===== src/rtl/stall_ctrl_if.sv =====
// Decode-stage hazard interface: operand/destination info in, stall and forward selects out.
interface stall_ctrl_if;
  logic [4:0]  rs_D;
  logic [4:0]  rt_D;
  logic [1:0]  Tuse_rs;
  logic [1:0]  Tuse_rt;
  logic [4:0]  dst_D;
  logic [1:0]  Tnew_D;
  logic        stall;
  logic [1:0]  fwd_rs_sel;
  logic [1:0]  fwd_rt_sel;
  logic [15:0] stall_cnt;

  modport master (
    output rs_D, rt_D, Tuse_rs, Tuse_rt, dst_D, Tnew_D,
    input  stall, fwd_rs_sel, fwd_rt_sel, stall_cnt
  );

  modport slave (
    input  rs_D, rt_D, Tuse_rs, Tuse_rt, dst_D, Tnew_D,
    output stall, fwd_rs_sel, fwd_rt_sel, stall_cnt
  );
endinterface


===== src/rtl/stall_ctrl.sv =====
// Tuse/Tnew hazard unit: E/M/W scoreboard drives decode stall and operand forward selects.
module stall_ctrl (
  input  logic         clk,
  input  logic         reset,
  stall_ctrl_if.slave  bus
);

  typedef struct packed {
    logic [4:0] dst;
    logic [1:0] tnew;
  } sb_ent_t;

  sb_ent_t     e_q, m_q, w_q;
  sb_ent_t     e_d, m_d, w_d;
  logic [15:0] cnt_q, cnt_d;
  logic        hz_rs, hz_rt, stall_w;

  function automatic logic [1:0] dec_sat(input logic [1:0] t);
    return (t == 2'd0) ? 2'd0 : t - 2'd1;
  endfunction

  // r != 0 also keeps bubble entries (dst == 0) from ever matching.
  function automatic logic hazard(input logic [4:0] r, input logic [1:0] tuse,
                                  input sb_ent_t e, input sb_ent_t m);
    logic hit_e, hit_m;
    hit_e = (e.dst == r) && (e.tnew > tuse);
    hit_m = (m.dst == r) && (m.tnew > tuse);
    return (r != 5'd0) && (tuse != 2'd3) && (hit_e || hit_m);
  endfunction

  // Youngest match decides; a not-yet-ready younger producer masks older ready ones.
  function automatic logic [1:0] fwd_sel(input logic [4:0] r, input sb_ent_t e,
                                         input sb_ent_t m, input sb_ent_t w);
    logic [1:0] sel;
    sel = 2'd0;
    if (r == 5'd0) begin
      sel = 2'd0;
    end else if (e.dst == r) begin
      sel = (e.tnew == 2'd0) ? 2'd1 : 2'd0;
    end else if (m.dst == r) begin
      sel = (m.tnew == 2'd0) ? 2'd2 : 2'd0;
    end else if (w.dst == r) begin
      sel = 2'd3;
    end
    return sel;
  endfunction

  always_comb begin
    hz_rs   = hazard(bus.rs_D, bus.Tuse_rs, e_q, m_q);
    hz_rt   = hazard(bus.rt_D, bus.Tuse_rt, e_q, m_q);
    stall_w = hz_rs | hz_rt;
  end

  always_comb begin
    bus.stall      = stall_w;
    bus.fwd_rs_sel = fwd_sel(bus.rs_D, e_q, m_q, w_q);
    bus.fwd_rt_sel = fwd_sel(bus.rt_D, e_q, m_q, w_q);
    bus.stall_cnt  = cnt_q;
  end

  always_comb begin
    e_d   = '0;
    m_d   = '0;
    w_d   = '0;
    cnt_d = cnt_q;
    if (!stall_w) begin
      e_d.dst  = bus.dst_D;
      e_d.tnew = bus.Tnew_D;
    end
    m_d.dst  = e_q.dst;
    m_d.tnew = dec_sat(e_q.tnew);
    w_d.dst  = m_q.dst;
    w_d.tnew = dec_sat(m_q.tnew);
    if (stall_w && (cnt_q != 16'hFFFF)) begin
      cnt_d = cnt_q + 16'd1;
    end
  end

  always_ff @(posedge clk) begin
    if (!reset) begin
      e_q   <= '0;
      m_q   <= '0;
      w_q   <= '0;
      cnt_q <= '0;
    end else begin
      e_q   <= e_d;
      m_q   <= m_d;
      w_q   <= w_d;
      cnt_q <= cnt_d;
    end
  end

endmodule


===== src/flat_wrapper.sv =====
// flat-port wrapper written by rule: the top's interface ports become plain ports
module stall_ctrl_flat 
  (clk, reset, bus_rs_D, bus_rt_D, bus_Tuse_rs, bus_Tuse_rt, bus_dst_D, bus_Tnew_D, bus_stall, bus_fwd_rs_sel, bus_fwd_rt_sel, bus_stall_cnt);
  stall_ctrl_if bus_i ();
  input  logic clk;
  input  logic reset;
  input wire logic [$bits(bus_i.rs_D)-1:0] bus_rs_D;
  input wire logic [$bits(bus_i.rt_D)-1:0] bus_rt_D;
  input wire logic [$bits(bus_i.Tuse_rs)-1:0] bus_Tuse_rs;
  input wire logic [$bits(bus_i.Tuse_rt)-1:0] bus_Tuse_rt;
  input wire logic [$bits(bus_i.dst_D)-1:0] bus_dst_D;
  input wire logic [$bits(bus_i.Tnew_D)-1:0] bus_Tnew_D;
  output wire logic [$bits(bus_i.stall)-1:0] bus_stall;
  output wire logic [$bits(bus_i.fwd_rs_sel)-1:0] bus_fwd_rs_sel;
  output wire logic [$bits(bus_i.fwd_rt_sel)-1:0] bus_fwd_rt_sel;
  output wire logic [$bits(bus_i.stall_cnt)-1:0] bus_stall_cnt;
  assign bus_i.rs_D = bus_rs_D;
  assign bus_i.rt_D = bus_rt_D;
  assign bus_i.Tuse_rs = bus_Tuse_rs;
  assign bus_i.Tuse_rt = bus_Tuse_rt;
  assign bus_i.dst_D = bus_dst_D;
  assign bus_i.Tnew_D = bus_Tnew_D;
  assign bus_stall = bus_i.stall;
  assign bus_fwd_rs_sel = bus_i.fwd_rs_sel;
  assign bus_fwd_rt_sel = bus_i.fwd_rt_sel;
  assign bus_stall_cnt = bus_i.stall_cnt;
  stall_ctrl u_core (.clk(clk), .reset(reset), .bus(bus_i));
endmodule

===== config.mk =====
export PLATFORM = sky130hd
export DESIGN_NAME = stall_ctrl_flat
export DESIGN_NICKNAME = d
export VERILOG_FILES = /design/src/rtl/stall_ctrl_if.sv /design/src/rtl/stall_ctrl.sv /design/src/flat_wrapper.sv
export SDC_FILE = /design/constraint.sdc
export NUM_CORES = 1
export LEC_CHECK = 0
export CORE_AREA = 10 10 78 80
export DETAILED_ROUTE_END_ITERATION = 8
export DIE_AREA = 0 0 88 90
export PLACE_DENSITY = 0.74
export SETUP_SLACK_MARGIN = 0.02
export SLEW_MARGIN = 20
export SYNTH_ARGS = -nofsm -noshare
export SYNTH_HDL_FRONTEND = slang
export SYNTH_SLANG_ARGS = --single-unit

===== constraint.sdc =====
create_clock -name clk -period 7.33 [get_ports clk]
set_input_delay 2.199 -clock clk [delete_from_list [all_inputs] [get_ports clk]]
set_output_delay 2.199 -clock clk [all_outputs]
set_load 0.005 [all_outputs]

Yosys cells after proc, flatten, opt, wreduce, memory -nomap -nowiden --
Cells that the tools add are included.
Word-level totals: register bits 35, bits in latches 0, memory bits (writable) 0, ROM bits 0, bits of input ports 23, output and inout port bits 21, word-level logic and storage cells 52, memories 0
Operators by class: add/sub/neg operators 2, multipliers 0, divide/modulo/power cells 0, $lt $le $gt $ge 4, equality and inequality tests 9, shift-type cells 0, mux-type cells 10, bitwise logic cells 2, reduce and logical (&&, ||, !) cells 19
Operators by type and width (count):
- == test 5 bit | 6
- 2-to-1 mux 2 bit | 9
- adder 16 x 1 -> 16 bit, second input constant | 1
- inequality test 16 bit, second input constant | 1
- zero test 5 bit | 2
- nonzero test 5 bit | 2
- logical AND 1 bit | 9
- > comparator 2 bit | 4
- zero test 2 bit | 2
- inequality test 2 bit, second input constant | 2
- OR reduction 2 bit | 2
- logical OR 1 bit | 2
- subtractor 2 x 1 -> 2 bit, second input constant | 1
- 2-to-1 mux 1 bit | 1
- inverter 1 bit | 1
- OR 1 bit | 1

Depth between registers and ports, before layout --
depth after elaboration 6, depth in mapped cells 11, depth with buffers taken out 9

Worst setup path before layout --
No wires, ideal clock.
path kind input to output, from in bus_rs_D[1], to out bus_stall, data arrival time 3.524 ns, slack 1.607 ns, cell stages on the path 8, cell sequence or4_1 nor2_2 a21oi_1 nand3_1 and4_4 buf_6 buf_2 inv_1
Between the ends: cells in the longest elaborated chain, start to end 5, elaborated cells between the ends (all ways) 9, those cells by class eq/ne (2); bitwise (1); reduce/logical (6)
Ends and longest elaborated chain:
- start: declaration | RTL line flat_wrapper.sv:7 | input wire logic [$bits(bus_i.rs_D)-1:0] bus_rs_D;
- == test 5 bit (on tied branches) | RTL line stall_ctrl.sv:26, stall_ctrl.sv:27
- logical AND 1 bit (on tied branches) | RTL line stall_ctrl.sv:26, stall_ctrl.sv:27
- logical OR 1 bit | RTL line stall_ctrl.sv:28 | return (r != 5'd0) && (tuse != 2'd3) && (hit_e || hit_m);
- logical AND 1 bit (*) | RTL line stall_ctrl.sv:28
- OR 1 bit (*) | RTL line stall_ctrl.sv:51 | stall_w = hz_rs | hz_rt;
- end: declaration | RTL line flat_wrapper.sv:13 | output wire logic [$bits(bus_i.stall)-1:0] bus_stall;
Mark *: on every way between the ends. The rest lies on a longest branch, timed or not.

Worst setup path after layout --
Same ends and word-level chain as after synthesis.

==> qor.yml <==
clock_network:
  holdBufCountCts: 0
  cts_max_path_buffers: 2
  clock_latency_ps: 280
  tritoncts: "built"
  clock-root-buffer: "clkbuf_8"
  htree_levels: 2
  clkTransAtPathRegs_ps: 70
  clock_sink_count: 35
  cts_resized: 0
  numCtsBuffers: 5
  postCtsSetupBuffers: 0
placement:
  place_inst: 325
  place.gp.congestion: 0.858
  port_buffers: 43
  dp_hpwl_um: 3610
min_path:
  hold_path_class: "flip-flop to flip-flop"
  whs_path_depth: 1
route:
  drt_iter0_markers: 71
  antenna_left: 0
  first_pass_iters: 4
  drc: 0
  via_per_inst: 5.44
  wire_per_inst_um: 14.1
  num_vias: 1810
  wirelength_um: 4690
pwr:
  cellPowerDensity_nw_per_um2: 168
  p_total_uw: 430
  p_leak_nw: 0.964
  ir_worst_vdd_v: 0.000131
timing:
  maxSlewHeadroom_pct: 47.2
  drv_slew: 0
  finalSetupViolations: 0
  fmaxAchievable_mhz: 153
  fin_crit_ps: 6550
  clock_skew_ps: 4.30
  finalCritPeriodShare_pct: 89.3
  setup_tns_ps: 0
  rsz0062_at_grt: "false"
  hold_viol: 0
  worstMarginPinSlew_ps: 789
worst_setup_path:
  worstPathCellList: "clkdlybuf4s50_1, or4_1, nor2_2, a21oi_1, nand3_1, and4_4, inv_1, clkdlybuf4s50_1"
  worst-path-buf-inv: 3
  cp.depth: 8
  cp_common_cell: "clkdlybuf4s50_1"
  startpoint_type: "input port"
  reg2reg_depth: 8
  cp_max_fo: 4
  max_stage_delay_ps: 600
  arrival_ps: 4350
  setup.worst_path.class: "input port to output port"
  cp_top_family: "simple AND/OR/NAND/NOR gates"
  regToRegSetupSlack_ps: 5120
  critPathCaptureType: "output port"
  cp_slowest_cell: "or4_1"
  required_ps: 5130
logic_synthesis:
  synth-edff-count: 0
  async_flop_share_pct: 0
  ys_seq_elements: 35
  ys_types: 32
  yosys_warnings: 0
  syn_nets: 268
  ys.flop_type: "dfxtp_1"
  syn_avg_cell_area_um2: 8.50
  ys_seq_area_share_pct: 35.1
  synthCells: 235
  syn-cell-area_um2: 2000
job:
  drv_cap: 0
finish:
  final.fill_count: 412
  areaGrowthSynthToFinish_pct: 28.3
  n_antenna_cell: 0
  drive_gt1_share_pct: 6.09
  final_util_pct: 55.7
  nets: 311
  final-instance-count-excl-fill: 333
global_routing:
  grt-ovfl-total: 0
  grt_pass1_vias: 1677
  grt_use_met2_pct: 17.8
  grt_max_degree: 36
  met3_usage_pct: 4.87
  antenna_found_initial: 0
  grt_pass1_wl_um: 7670
  grt_util_met1_pct: 14.2
  grt_use_total_pct: 11.6
  top_usage_layer: "met2"
die:
  dieArea_um2: 7920
  initial_utilization_pct: 43.4
  num_rows: 25
  core_area_um2: 4600
  ioPinCount: 44
  die-height_um: 90
  die_w_um: 88
outcome:
  outcome: "finished, final reports clean"
[per-layer routing]
metal / wire length [um] / vias up / share of wire, %
met5: 0 / - / 0
met4: 65 / 0 / 1.4
met3: 402 / 7 / 8.6
met2: 2140 / 45 / 46
met1: 2080 / 845 / 44
li1: - / 913 / -
[cells by family (layout without fill, tap and decap cells)]
logic type	Yosys count	after routing	synth area share, %
AOI/OAI and AO/OA	40	40	10.7
xor gates and xnor gates	30	30	13.2
adders and majority gates	10	10	6.27
buffers and inverters	23	67	5.51
DFF	35	35	35.1
muxes	3	3	1.50
and+or+nand+nor	94	94	27.8
[registers in the layout, indices dropped and copies added, names as in the netlist]
name and count:
u_core.bus.stall_cnt 16, u_core.w_q 5, u_core.m_q 7, u_core.e_q 7
[power by group]
| part | switching [mW] | leakage [nW] | total [mW] | internal (mW) |
|---|---|---|---|---|
| Combinational | 0.0272 | 0.620 | 0.0588 | 0.0316 |
| Clock | 0.0692 | 0.0581 | 0.170 | 0.101 |
| Sequential | 0.00559 | 0.285 | 0.201 | 0.196 |
[layout make-up]
cell class | instances | area (um2) | area share (%)
multi-input combinational | 177 | 1190 | 46.3
inverter | 15 | 56.3 | 2.20
clock buffer | 5 | 68.8 | 2.69
clock inverter | 3 | 43.8 | 1.71
timing repair buffer | 44 | 438 | 17.1
sequential | 35 | 701 | 27.4
tap | 54 | 67.6 | 2.64
[worst register-to-register path: stages, from the launching register on]
cell and delay, ps:
dfxtp_1 400, xnor2_1 140, nand3_1 110, nor3_2 260, nand3_1 100, and4_4 220, buf_4 240, or4_1 530
a21oi_1 150
[cell usage in the layout, fill, tap and decap left out, drive strengths merged, types with 5 or more instances in the layout]
cell type,count
ha,10
nor2,7
nand2,14
o21ai,10
and2,10
xor2,14
nand3,12
inv,15
and3,9
nand4,7
xnor2,16
clkdlybuf4s50,43
dfxtp,35
a21oi,25
clkbuf,5
nor3,9
or3,10
nor4,6
[synth_stat cells (2+ instances only)]
cell / instances / area, um2
a21oi_1: 25 / 125
nor4_1: 4 / 25.0
dfxtp_1: 35 / 701
o21ai_0: 4 / 20.0
nor2_2: 2 / 12.5
o21ai_1: 6 / 30.0
xor2_1: 14 / 123
nor4_2: 2 / 25.0
nand2_1: 14 / 52.6
nand4_1: 7 / 43.8
nand3b_1: 3 / 22.5
nor3_1: 6 / 30.0
nand2b_1: 3 / 18.8
xnor2_1: 16 / 140
ha_1: 10 / 125
buf_6: 3 / 33.8
inv_1: 15 / 56.3
mux2i_1: 3 / 30.0
and2_1: 10 / 62.6
clkbuf_1: 3 / 11.3
or3_1: 10 / 62.6
o21a_1: 3 / 22.5
and3_1: 9 / 56.3
nand3_1: 12 / 60.1
nor2_1: 5 / 18.8
nor3_2: 3 / 30.0
or4_1: 3 / 22.5
[stage by stage]
step	hold WS [ps]	setup WS [ps]	area, um2
floorplan	392	1610	2000
global placement	411	835	2450
detailed placement	410	770	2450
CTS	436	770	2560
global route	447	591	2560
finish	422	781	2560
[final timing paths]
check / start / to
hold / removal: u_core.e_q[0] / u_core.m_q[0]
hold reg to reg: u_core.e_q[0] / u_core.m_q[0]
setup / recovery: bus_rs_D[1] / bus_stall
setup reg to reg: u_core.m_q[6] / u_core.bus.stall_cnt[13]
No activity file was read; power rests on OpenSTA's default activity.
